[src/rtl/rtc_bus_ctrl_pkg.sv]
// RTC bus controller shared definitions: state encoding,
// default phase timings, bus widths and the per-state drive table.
package rtc_bus_ctrl_pkg;

    localparam int DIR_W  = 8;
    localparam int DATA_W = 8;
    localparam int CNT_W  = 8;

    localparam int T_SET_DEF = 2;
    localparam int T_PUL_DEF = 10;
    localparam int T_HLD_DEF = 2;
    localparam int T_GAP_DEF = 4;

    typedef enum logic [3:0] {
        S_IDLE  = 4'd0,
        S_A_SET = 4'd1,
        S_A_PUL = 4'd2,
        S_A_HLD = 4'd3,
        S_GAP   = 4'd4,
        S_D_SET = 4'd5,
        S_D_PUL = 4'd6,
        S_D_HLD = 4'd7,
        S_DONE  = 4'd8
    } state_e;

    typedef struct packed {
        logic              stw;
        logic [DIR_W-1:0]  dir;
        logic [DATA_W-1:0] data;
    } req_t;

    typedef struct packed {
        logic              busy;
        logic              frw;
        logic              ad_oe;
        logic              ad_sel;
        logic              cs_n;
        logic              wr_n;
        logic              rd_n;
        logic [DATA_W-1:0] ad_out;
    } bus_out_t;

    localparam bus_out_t BUS_IDLE = '{
        busy:   1'b0,
        frw:    1'b0,
        ad_oe:  1'b0,
        ad_sel: 1'b0,
        cs_n:   1'b1,
        wr_n:   1'b1,
        rd_n:   1'b1,
        ad_out: '0
    };

    // Pin values that belong to a given state and latched request.
    function automatic bus_out_t bus_drive(input state_e s, input req_t r);
        bus_out_t o;
        o      = BUS_IDLE;
        o.busy = (s != S_IDLE);
        unique case (s)
            S_A_SET, S_A_HLD, S_GAP: begin
                o.ad_oe  = 1'b1;
                o.ad_out = r.dir;
            end
            S_A_PUL: begin
                o.ad_oe  = 1'b1;
                o.ad_out = r.dir;
                o.cs_n   = 1'b0;
                o.wr_n   = 1'b0;
            end
            S_D_SET, S_D_HLD: begin
                o.ad_sel = 1'b1;
                if (r.stw) begin
                    o.ad_oe  = 1'b1;
                    o.ad_out = r.data;
                end
            end
            S_D_PUL: begin
                o.ad_sel = 1'b1;
                o.cs_n   = 1'b0;
                if (r.stw) begin
                    o.ad_oe  = 1'b1;
                    o.ad_out = r.data;
                    o.wr_n   = 1'b0;
                end else begin
                    o.rd_n = 1'b0;
                end
            end
            S_DONE: begin
                o.frw = 1'b1;
            end
            default: begin
                o.busy = 1'b0;
            end
        endcase
        return o;
    endfunction

endpackage

[src/rtl/rtc_bus_ctrl_phase_timer.sv]
// Phase timer: down-counter reloaded on each state entry,
// flags the last cycle of the current phase.
module rtc_phase_timer
    import rtc_bus_ctrl_pkg::*;
(
    input  logic             i_clk,
    input  logic             i_rst,
    input  logic             i_load,
    input  logic [CNT_W-1:0] i_load_val,
    output logic             o_zero
);

    logic [CNT_W-1:0] r_cnt;

    // Reload on entry, otherwise count down and park at zero.
    always_ff @(posedge i_clk) begin
        if (i_rst) begin
            r_cnt <= '0;
        end else if (i_load) begin
            r_cnt <= i_load_val;
        end else if (r_cnt != '0) begin
            r_cnt <= r_cnt - 1'b1;
        end
    end

    assign o_zero = (r_cnt == '0);

endmodule

[src/rtl/rtc_bus_ctrl.sv]
// RTC bus controller: runs one timed address/data cycle on the
// multiplexed RTC bus per menu request and pulses FRW when done.
module rtc_bus_ctrl
    import rtc_bus_ctrl_pkg::*;
#(
    parameter int T_SET = T_SET_DEF,
    parameter int T_PUL = T_PUL_DEF,
    parameter int T_HLD = T_HLD_DEF,
    parameter int T_GAP = T_GAP_DEF
) (
    input  logic              CLK,
    input  logic              RST,
    input  logic              Acceso,
    input  logic              STW,
    input  logic [DIR_W-1:0]  Dir,
    input  logic [DATA_W-1:0] Data_wr,
    output logic [DATA_W-1:0] Data_rd,
    output logic              FRW,
    output logic              Busy,
    output logic [DATA_W-1:0] AD_out,
    output logic              AD_oe,
    input  logic [DATA_W-1:0] AD_in,
    output logic              AD_sel,
    output logic              CS_n,
    output logic              WR_n,
    output logic              RD_n
);

    state_e           r_state;
    state_e           w_state_nxt;
    req_t             r_req;
    req_t             w_req_nxt;
    bus_out_t         r_out;
    bus_out_t         w_out_nxt;
    logic [DATA_W-1:0] r_data_rd;
    logic             w_accept;
    logic             w_zero;
    logic             w_load;
    logic [CNT_W-1:0] w_load_val;
    logic             w_rd_capture;

    assign w_accept = (r_state == S_IDLE) && Acceso;

    // Request fields are captured only when a new access is accepted.
    always_comb begin
        w_req_nxt = r_req;
        if (w_accept) begin
            w_req_nxt.stw  = STW;
            w_req_nxt.dir  = Dir;
            w_req_nxt.data = Data_wr;
        end
    end

    // Next state: timed phases advance when the timer hits zero.
    always_comb begin
        w_state_nxt = r_state;
        unique case (r_state)
            S_IDLE:  if (Acceso) w_state_nxt = S_A_SET;
            S_A_SET: if (w_zero) w_state_nxt = S_A_PUL;
            S_A_PUL: if (w_zero) w_state_nxt = S_A_HLD;
            S_A_HLD: if (w_zero) w_state_nxt = S_GAP;
            S_GAP:   if (w_zero) w_state_nxt = S_D_SET;
            S_D_SET: if (w_zero) w_state_nxt = S_D_PUL;
            S_D_PUL: if (w_zero) w_state_nxt = S_D_HLD;
            S_D_HLD: if (w_zero) w_state_nxt = S_DONE;
            S_DONE:  w_state_nxt = S_IDLE;
            default: w_state_nxt = S_IDLE;
        endcase
    end

    // Timer reload value for the phase being entered.
    always_comb begin
        w_load_val = '0;
        unique case (w_state_nxt)
            S_A_SET, S_D_SET: w_load_val = CNT_W'(T_SET - 1);
            S_A_PUL, S_D_PUL: w_load_val = CNT_W'(T_PUL - 1);
            S_A_HLD, S_D_HLD: w_load_val = CNT_W'(T_HLD - 1);
            S_GAP:            w_load_val = CNT_W'(T_GAP - 1);
            default:          w_load_val = '0;
        endcase
    end

    assign w_load    = (w_state_nxt != r_state);
    assign w_out_nxt = bus_drive(w_state_nxt, w_req_nxt);

    assign w_rd_capture = (r_state == S_D_PUL) && w_zero && !r_req.stw;

    rtc_phase_timer u_timer (
        .i_clk      (CLK),
        .i_rst      (RST),
        .i_load     (w_load),
        .i_load_val (w_load_val),
        .o_zero     (w_zero)
    );

    // State and latched request registers.
    always_ff @(posedge CLK) begin
        if (RST) begin
            r_state <= S_IDLE;
            r_req   <= '0;
        end else begin
            r_state <= w_state_nxt;
            r_req   <= w_req_nxt;
        end
    end

    // Pins are registered from the next-state decode.
    always_ff @(posedge CLK) begin
        if (RST) begin
            r_out <= BUS_IDLE;
        end else begin
            r_out <= w_out_nxt;
        end
    end

    // Read data is sampled at the edge closing the read strobe.
    always_ff @(posedge CLK) begin
        if (RST) begin
            r_data_rd <= '0;
        end else if (w_rd_capture) begin
            r_data_rd <= AD_in;
        end
    end

    assign Data_rd = r_data_rd;
    assign FRW     = r_out.frw;
    assign Busy    = r_out.busy;
    assign AD_out  = r_out.ad_out;
    assign AD_oe   = r_out.ad_oe;
    assign AD_sel  = r_out.ad_sel;
    assign CS_n    = r_out.cs_n;
    assign WR_n    = r_out.wr_n;
    assign RD_n    = r_out.rd_n;

endmodule

[config.mk]
export PLATFORM = sky130hd
export DESIGN_NAME = rtc_bus_ctrl
export DESIGN_NICKNAME = d
export VERILOG_FILES = /design/src/rtl/rtc_bus_ctrl_pkg.sv /design/src/rtl/rtc_bus_ctrl_phase_timer.sv /design/src/rtl/rtc_bus_ctrl.sv
export SDC_FILE = /design/constraint.sdc
export NUM_CORES = 1
export LEC_CHECK = 0
export ABC_AREA = 1
export CAP_MARGIN = 20
export CORE_MARGIN = 5
export CORE_UTILIZATION = 49
export DETAILED_ROUTE_END_ITERATION = 12
export PLACE_DENSITY = 0.78
export SETUP_SLACK_MARGIN = 0.2
export SYNTH_ARGS = -nofsm -noshare
export SYNTH_HDL_FRONTEND = slang
export SYNTH_SLANG_ARGS = --single-unit
[constraint.sdc]
create_clock -name CLK -period 2.1 [get_ports CLK]
set_input_delay 0.42 -clock CLK [delete_from_list [all_inputs] [get_ports CLK]]
set_output_delay 0.42 -clock CLK [all_outputs]
set_load 0.1 [all_outputs]
==> results of run 1 <==
[placed cells by master, fill, tap and decap left out, types with 2 or more instances in the layout]
cell type | synthesis | layout
o21ai_2 | 0 | 2
a211oi_1 | 8 | 8
xor2_1 | 2 | 2
or2_0 | 8 | 8
nor4_1 | 2 | 2
dfxtp_1 | 52 | 52
buf_4 | 0 | 35
nand3_1 | 4 | 3
mux2i_1 | 8 | 8
nor2_2 | 4 | 3
clkbuf_8 | 0 | 5
nor2_1 | 43 | 43
nand2_4 | 0 | 2
a21oi_1 | 10 | 10
clkdlybuf4s50_1 | 0 | 27
nor3_1 | 4 | 4
xnor2_1 | 3 | 3
nand2_1 | 40 | 38
inv_1 | 41 | 39
nand4_1 | 5 | 5
nand2_2 | 7 | 7
inv_2 | 1 | 3
nand3_4 | 2 | 3
o21ai_0 | 10 | 10
[cells in the mapped netlist]
| cell | n |
|---|---|
| a31oi_1 | 1 |
| nand2_2 | 7 |
| nor2_1 | 43 |
| inv_2 | 1 |
| o21ai_0 | 10 |
| nand3_2 | 1 |
| mux2i_1 | 8 |
| buf_6 | 3 |
| o211ai_1 | 1 |
| nor2_8 | 1 |
| nor3_1 | 4 |
| ha_1 | 1 |
| o2111ai_1 | 1 |
| xnor2_1 | 3 |
| nor4_4 | 1 |
| o21ai_1 | 1 |
| nand3_1 | 4 |
| nor4_1 | 2 |
| nor2_2 | 4 |
| a21oi_1 | 10 |
| or2_0 | 8 |
| nand2_1 | 40 |
| buf_2 | 1 |
| dfxtp_1 | 52 |
| clkbuf_1 | 5 |
| a211oi_2 | 1 |
| inv_1 | 41 |
| nand3_4 | 2 |
| o21ai_4 | 1 |
| a211oi_1 | 8 |
| nand4_1 | 5 |
| xor2_1 | 2 |
[what timing repair did]
| item | in CTS | in global routing |
|---|---|---|
| endpoints found under the setup margin | 8 | 19 |
| gates resized for setup | 2 | 10 |
| setup buffers | 1 | 4 |
| gates cloned | 1 | 0 |
| endpoints found under the hold margin | 0 | 0 |
| pin swaps | 3 | 7 |
[layer usage]
layer | track usage | wire length (um)
met5 | 0 | 0
met4 | 0.0515 | 36
met3 | 0.0386 | 276
met2 | 0.242 | 2280
met1 | 0.200 | 2100
[worst paths after layout]
kind | endpoint | cells past startpoint
worst max-delay path | u_timer.r_cnt[1] | 14
worst min-delay path | r_req[6] | 2
worst max register to register | u_timer.r_cnt[1] | 14
worst min register to register | r_req[6] | 2
[power groups by stage]
stage / clock, W / combinational (W) / sequential [W]
3_5_place_dp: 0 / 0.00209 / 0.00131
2_1_floorplan: 0 / 0.00118 / 0.00182
5_1_grt: 0.000703 / 0.00253 / 0.00132
4_1_cts: 0.000672 / 0.00218 / 0.00129
3_3_place_gp: 0 / 0.00206 / 0.00130
6_report: 0.000659 / 0.00234 / 0.00129
[logic make-up (layout without fill, tap and decap cells)]
kind of cell,Yosys count,count (layout),synth area share
AOI/OAI and AO/OA,34,35,0.0980
xor gates and xnor gates,5,5,0.0198
adders and majority gates,1,1,0.00566
buffers and inverters,51,112,0.0974
DFF,52,52,0.471
muxes,8,8,0.0362
and+or+nand+nor,122,122,0.272
[per-stage QoR]
step | total power [W] | cells | setup slack (ns) | cell area (sq um)
CTS | 0.00414 | 383 | 0.187 | 2840
global route | 0.00455 | 387 | 0.163 | 2920
global placement | 0.00337 | 373 | 0.0182 | 2710
floorplan | 0.00300 | 273 | 0.437 | 2210
finish | 0.00429 | 387 | 0.306 | 2920
detailed placement | 0.00340 | 373 | -0.0580 | 2710
[worst register-to-register path, delay by kind of cell (launching register included)]
| kind | cells | cell delay (ns) |
|---|---|---|
| and+or+nand+nor | 11 | 0.96 |
| DFF | 1 | 0.32 |
| buffers and inverters | 2 | 0.25 |
| adders and majority gates | 1 | 0.15 |
[cell type report]
| class | instances | area, sq um |
|---|---|---|
| fill | 373 | 1440 |
| inverter | 42 | 158 |
| sequential | 52 | 1040 |
| clock inverter | 2 | 35.0 |
| tap | 52 | 65.1 |
| clock buffer | 6 | 72.6 |
| timing repair buffer | 62 | 533 |
| multi-input combinational | 171 | 1010 |
[state kept, by name, indices dropped and copies added (netlist names)]
register / flops
FRW: 1
r_req: 17
WR_n: 1
AD_oe: 1
CS_n: 1
r_state: 4
RD_n: 1
AD_out: 8
Busy: 1
AD_sel: 1
u_timer.r_cnt: 8
Data_rd: 8
==> flow_summary.yaml, run 1 <==
pwr:
  p_sw_w: 0.00198
  intPower_w: 0.00231
  comb_power_share: 0.545
  leakage_nw: 1.38
  vdd_drop_max_mv: 0.917
  p_seq_frac: 0.301
  power_frac_clock: 0.153
  sw_frac_of_total: 0.461
  power_density_mw_per_mm2: 1470
yosys:
  seq_area_frac_synth: 0.471
  yosysWarnings: 0
  netlist_instances: 273
  syn_area_sq_mm: 0.00221
  synthesis.nets: 302
  synth_top_area_frac: 0.471
  synth_seq_cells: 52
  yosys-top-cells-area: "dfxtp_1 47%, nor2_1 7.3%, inv_1 7.0%"
  synth_cell_types: 32
  syn-mean-instance-area_sq_um: 8.09
  yosysTopAreaCell: "dfxtp_1"
clock_tree:
  cts_tree: "done"
  cts_made_buffers: 5
  cts.path.max_buffers: 2
  cts_hold_buf: 0
  clock_latency_ns: 0.30
  clock_sinks: 52
  cts.clk_slew.worst_paths_ns: 0.09
  ctsRootBufferMaster: "clkbuf_8"
  htreeDepth: 2
route:
  remaining_drc_errors: 0
  wl_per_cell_um: 12.1
  first_pass_iters: 4
  drt_iter0_drc: 137
  num_vias: 1866
  detail-route-antenna-nets: 0
  wl_mm: 4.70
  vias_per_cell: 4.82
floorplanning:
  fp.dieArea_sq_mm: 0.00595
  floorplan.initialDensity: 0.507
  rows: 24
  die_width_um: 77.2
  core_sq_mm: 0.00435
  die_h_um: 77.2
  io_pins: 51
finish:
  post_route_cells_drive_above_1_share: 0.206
  final_nets: 363
  final_core_util: 0.670
  area_growth_syn_to_layout_pct: 31.9
  diodes: 0
worst_setup_path:
  critPathKind: "flop to flop"
  cpPeakStageDelay_ns: 0.32
  crit_slowest_cell: "dfxtp_1"
  cp_data_required_time_ns: 2.28
  r2r_slack_ns: 0.31
  critPathTopFamily: "simple AND/OR/NAND/NOR gates"
  crit_start: "u_timer.r_cnt[0]"
  start_kind: "flop"
  end_kind: "flop"
  path_cells: "inv_2 -> ha_4 -> nand2_2 -> nor2_8 -> nand2_1 -> nand2_2 -> nand3_4 -> nand3_4 -> buf_4 -> nor2_1 -> nand2_1 -> nand2_1 -> nor2_1 -> nor2_1"
  path_max_fanout: 7
  path_buf_inv: 2
  r2r_start: "u_timer.r_cnt[0]"
  critical_path_arrival_ns: 1.98
placement:
  dp_hpwl_mm: 3.25
  port_buffers: 50
  gp_congestion: 0.901
timing:
  tns_ns: 0
  slew_headroom: 0.778
  fin_skew_ns: 0.00755
  rsz0062_at_grt: "no"
  period_share: 0.854
  slew_violations: 0
  holdWs_ns: 0.488
  finalHoldViolations: 0
  final-setup-viol-count: 0
  max_freq_mhz: 557
  tightest_slew_ns: 0.332
  min_period_ns: 1.79
min_path:
  min_path_type: "flop to flop"
  min_from: "r_req[6]"
flow_run:
  drv_cap: 0
global_route:
  track_usage: 0.152
  antenna_found_initial: 0
  grt_pass1_wl_mm: 7.53
  gr-total-overflow: 0
  grt_pass1_vias: 1696
  grt_max_degree: 27
run_status:
  status: "completed"
(Power assumes the default switching activity.)
==> run 2: changes to the inputs <==
- SETUP_SLACK_MARGIN: 0.2 -> 0.1
- SKIP_LAST_GASP: default -> 1
==> flow_summary.yaml, run 2 (synthesized netlist as in run 1, its figures left out) <==
pwr:
  comb_power_share: 0.537
  power_frac_clock: 0.157
  leakage_nw: 1.37
  sw_frac_of_total: 0.463
  p_seq_frac: 0.306
  totalPowerFinal_w: 0.00422
  intPower_w: 0.00227
  p_sw_w: 0.00195
  power_density_mw_per_mm2: 1460
  vdd_drop_max_mv: 0.911
finish:
  final_nets: 361
  seq_area_sq_mm: 0.00104
  multiInputGateArea_sq_um: 990
  area_growth_syn_to_layout_pct: 30.3
  final_common_cell: "dfxtp_1"
  largest_register_ffs: 17
  regMostFlops: "r_req"
  post_route_cells_drive_above_1_share: 0.186
  layout_common_cells: "52 x dfxtp_1, 43 x nor2_1, 41 x inv_1, 39 x nand2_1, 33 x buf_4"
  n_fill_cell: 376
  final_core_util: 0.661
  diodes: 0
worst_setup_path:
  cp_data_required_time_ns: 2.34
  path_max_fanout: 7
  end_kind: "flop"
  start_kind: "flop"
  critical_path_arrival_ns: 2.13
  r2r_slack_ns: 0.21
  critPathKind: "flop to flop"
global_route:
  top_usage_layer: "met2"
  use_met3: 0.0386
  track_usage: 0.149
  antenna_found_initial: 0
  grt_pass1_vias: 1687
  use_met1: 0.190
  use_met2: 0.242
  grt_pass1_wl_mm: 7.38
  gr-total-overflow: 0
  grt_max_degree: 27
clock_tree:
  cts.path.max_buffers: 2
  cts_tree: "done"
  cts_hold_buf: 0
  htreeDepth: 2
  cts.clk_slew.worst_paths_ns: 0.09
  ctsRootBufferMaster: "clkbuf_8"
  clock_sinks: 52
  clock_latency_ns: 0.30
  cts_made_buffers: 5
route:
  vias_per_cell: 4.78
  wl_per_cell_um: 11.9
  num_vias: 1842
  detail-route-antenna-nets: 0
  drt_iter0_drc: 125
  wl_mm: 4.58
  remaining_drc_errors: 0
  first_pass_iters: 4
timing:
  final-setup-viol-count: 0
  max_freq_mhz: 529
  finalHoldViolations: 0
  fin_skew_ns: 0.00768
  min_period_ns: 1.89
  slew_headroom: 0.752
  rsz0062_at_grt: "no"
  slew_violations: 0
  period_share: 0.900
  tightest_slew_ns: 0.370
floorplanning:
  die_width_um: 77.2
  rows: 24
  core_sq_mm: 0.00435
  floorplan.initialDensity: 0.507
  die_h_um: 77.2
  fp.dieArea_sq_mm: 0.00595
  io_pins: 51
placement:
  dp_hpwl_mm: 3.25
  port_buffers: 50
  gp_congestion: 0.901
run_status:
  status: "completed"
flow_run:
  drv_cap: 0
min_path:
  min_path_type: "flop to flop"
run 2: metrics by stage:
stage | setup slack (ns) | cell area, sq um | std cells | TNS [ns] | hold slack, ns
after detailed placement | -0.0580 | 2710 | 373 | -0.496 | 0.472
after floorplan | 0.437 | 2210 | 273 | 0 | 0.453
after global routing | 0.0924 | 2880 | 385 | 0 | 0.524
after global placement | 0.0182 | 2710 | 373 | 0 | 0.465
final | 0.210 | 2880 | 385 | 0 | 0.494
after CTS | 0.155 | 2820 | 381 | 0 | 0.494
run 2: area by class of cell:
| cell class | count | area share |
|---|---|---|
| clock buffer | 6 | 0.0252 |
| clock inverter | 2 | 0.0122 |
| inverter | 42 | 0.0548 |
| multi-input combinational | 171 | 0.344 |
| sequential | 52 | 0.362 |
| tap | 52 | 0.0226 |
| timing repair buffer | 60 | 0.180 |
run 2: path summary, 6_finish.rpt:
kind	startpoint	to	cells after the start
max	u_timer.r_cnt[0]	AD_out[6]	10
min reg2reg	r_req[6]	r_req[6]	2
min	r_req[6]	r_req[6]	2
max reg2reg	u_timer.r_cnt[0]	AD_out[6]	10
run 2: critical path: stages, from the launching register on:
cell and delay (ns):
dfxtp_1 0.32, inv_1 0.11, ha_2 0.22, nand2_2 0.09, nor2_8 0.15, nand3_4 0.12
nand3_4 0.14, nand3_4 0.17, o21ai_2 0.29, nand2_1 0.08, a21oi_1 0.14
run 2: what timing repair did:
item | CTS | global route
gates resized for setup | 0 | 6
setup endpoints to repair | 0 | 13
setup buffers | 0 | 3
hold endpoints to repair | 0 | 0
run 2: power by group through the flow:
| stage | combinational, W | sequential [W] | clock (W) |
|---|---|---|---|
| floorplan | 0.00118 | 0.00182 | 0 |
| finish | 0.00227 | 0.00129 | 0.000663 |
| CTS | 0.00211 | 0.00129 | 0.000672 |
| global placement | 0.00206 | 0.00130 | 0 |
| detailed placement | 0.00209 | 0.00131 | 0 |
| global route | 0.00245 | 0.00132 | 0.000704 |
run 2: routing by layer:
metal / vias up / part of all wire
li1: 980 / -
met1: 810 / 0.46
met2: 46 / 0.47
met3: 6 / 0.057
met4: 0 / 0.014
met5: - / 0
==> run 3: changes to the inputs <==
- CAP_MARGIN: 20 -> default
- CORE_UTILIZATION: 49 -> 50
- PLACE_DENSITY: 0.78 -> 0.79
- SYNTH_HIERARCHICAL: default -> 1
- clock period: 2.1 -> 2 ns (I/O delays scaled with it)
==> flow_summary.yaml, run 3 <==
worst_setup_path:
  start_kind: "flop"
  critical_path_arrival_ns: 2.13
  cp_data_required_time_ns: 2.20
  end_kind: "flop"
  critPathKind: "flop to flop"
  path_max_fanout: 7
floorplanning:
  rows: 25
  die_width_um: 79.1
  io_pins: 51
  floorplan.initialDensity: 0.509
  fp.dieArea_sq_mm: 0.00626
  die_h_um: 79.1
  core_sq_mm: 0.00469
route:
  wl_per_cell_um: 12.8
  remaining_drc_errors: 0
  met2WireLength_mm: 3.02
  drt_iter0_drc: 74
  highest_layer: "met4"
  detail-route-antenna-nets: 0
  first_pass_iters: 4
  wl_mm: 5.77
  met3_length_um: 223
  num_vias: 2241
  wl_met1_mm: 2.38
  vias_per_cell: 4.98
global_route:
  track_usage: 0.188
  antenna_found_initial: 0
  grt_pass1_vias: 2166
  grt_max_degree: 18
  grt_pass1_wl_mm: 9.35
  gr-total-overflow: 0
clock_tree:
  clock_latency_ns: 0.31
  clock_sinks: 52
  cts_hold_buf: 0
  htreeDepth: 2
  ctsRootBufferMaster: "clkbuf_8"
  cts.clk_slew.worst_paths_ns: 0.09
  cts_made_buffers: 5
  cts.path.max_buffers: 2
  cts_tree: "done"
yosys:
  postSynth.asyncResetShare: 0
  synth_edf_count: 0
  seq_area_frac_synth: 0.436
  synth_common_cells: "52 x dfxtp_1, 52 x inv_1, 39 x nand2_1, 39 x nor2_1, 21 x a21oi_1"
  synth-compound-area-share: 0.149
  syn_area_sq_mm: 0.00239
  synthFlopType: "dfxtp_1"
  yosys.area_share.simple: 0.292
  synth_top_family_by_area: "simple AND/OR/NAND/NOR gates"
  netlist_instances: 312
  synthAdderAreaFrac: 0.00524
  synth_mux_area_frac: 0
  synth-xor-area-share: 0.0110
  synth_cell_types: 35
  yosysTopAreaCell: "dfxtp_1"
  synth_top_area_frac: 0.436
  synth_seq_cells: 52
  syn-mean-instance-area_sq_um: 7.66
  yosysWarnings: 6
  yosys-top-cells-area: "dfxtp_1 44%, inv_1 8.2%, nand2_1 6.1%"
pwr:
  leakage_nw: 1.53
  power_density_mw_per_mm2: 1350
  vdd_drop_max_mv: 0.898
  totalPowerFinal_w: 0.00454
finish:
  n_fill_cell: 370
  layout_common_cells: "52 x buf_4, 47 x inv_1, 43 x dfxtp_1, 37 x nand2_1, 35 x nor2_1"
  diodes: 0
  regMostFlops: "r_req"
  largest_register_ffs: 17
  final_nets: 424
  final_common_cell: "buf_4"
  area_growth_syn_to_layout_pct: 40.8
  post_route_cells_drive_above_1_share: 0.313
timing:
  fin_skew_ns: 0.0105
  max_freq_mhz: 519
  slew_violations: 0
  tns_ns: 0
  finalHoldViolations: 0
  rsz0062_at_grt: "yes"
  period_share: 0.964
  final-setup-viol-count: 0
  min_period_ns: 1.93
flow_run:
  drv_cap: 0
placement:
  gp_congestion: 0.910
  port_buffers: 50
  dp_hpwl_mm: 4.18
min_path:
  min_path_type: "flop to flop"
run_status:
  status: "completed"
[run 3: changes by cell type after synthesis, sizes merged, moves of 2 or more]
cell / change
nor2: -2
inv: +12
o21a: +16
mux2i: -8
o21ai: +5
nand4: +6
nand3: +8
a21oi: +13
a211oi: -9
[run 3: area by class of cell]
type | instances | area [sq um] | share of cell area
Multi-Input combinational cell | 200 | 1250 | 0.373
Timing Repair Buffer | 81 | 683 | 0.203
Sequential cell | 52 | 1050 | 0.314
Inverter | 55 | 211 | 0.0629
Tap cell | 54 | 67.6 | 0.0201
Clock buffer | 5 | 68.8 | 0.0205
Clock inverter | 3 | 21.3 | 0.00633
[run 3: final timing paths]
check,from,to,slack (ns),depth (start not counted)
worst max-delay path,u_timer/r_cnt[6],u_timer/r_cnt[1],0.07,14
worst min-delay path,Data_rd[5],Data_rd[5],0.45,2
worst max register to register,u_timer/r_cnt[6],u_timer/r_cnt[1],0.07,14
worst min register to register,Data_rd[5],Data_rd[5],0.45,2
[run 3: through the flow]
stage	std cells	instance area [sq um]	utilization	hold WS [ns]	setup WS, ns
global route	450	3360	0.717	0.476	-0.00885
floorplan	316	2450	-	0.469	0.0354
global placement	431	3060	0.653	0.432	0.0451
finish	450	3360	0.717	0.453	0.0721
CTS	444	3230	0.689	0.455	0.0885
detailed placement	431	3060	0.653	0.441	-0.00263
[run 3: repair_timing]
| action | CTS | global route |
|---|---|---|
| endpoints found under the setup margin | 13 | 20 |
| gates resized for setup | 10 | 26 |
| pin swaps | 6 | 14 |
| setup buffers | 5 | 6 |
[run 3: metal layers]
metal  track usage  up-vias
li1              -     1151
met1         0.217     1027
met2         0.335       46
met3        0.0385       17
met4        0.0790        0
met5             0        -
[run 3: critical path, stage by stage (launching register included)]
cell and delay [ns]:
dfxtp_4 0.37, nor2_4 0.13, nand2_4 0.08, nor2_8 0.16
buf_4 0.13, nand3_1 0.09, nand3_2 0.12, nor2_4 0.05
o2111ai_2 0.17, buf_6 0.17, inv_4 0.06, nand2_4 0.08
inv_2 0.05, nor2_1 0.10, nor2_1 0.05
[run 3: cell families after synthesis]
| kind of cell | count (synthesis) |
|---|---|
| and+or+nand+nor | 132 |
| AOI/OAI and AO/OA | 59 |
| DFF | 52 |
| other | 1 |
| adders and majority gates | 1 |
| xor gates and xnor gates | 3 |
| buffers and inverters | 64 |
[run 3: where the power goes]
part	internal, W	leakage, nW	switching [W]
Sequential	0.00125	0.430	0.000128
Clock	0.000249	0.0445	0.000357
Combinational	0.000986	1.05	0.00158
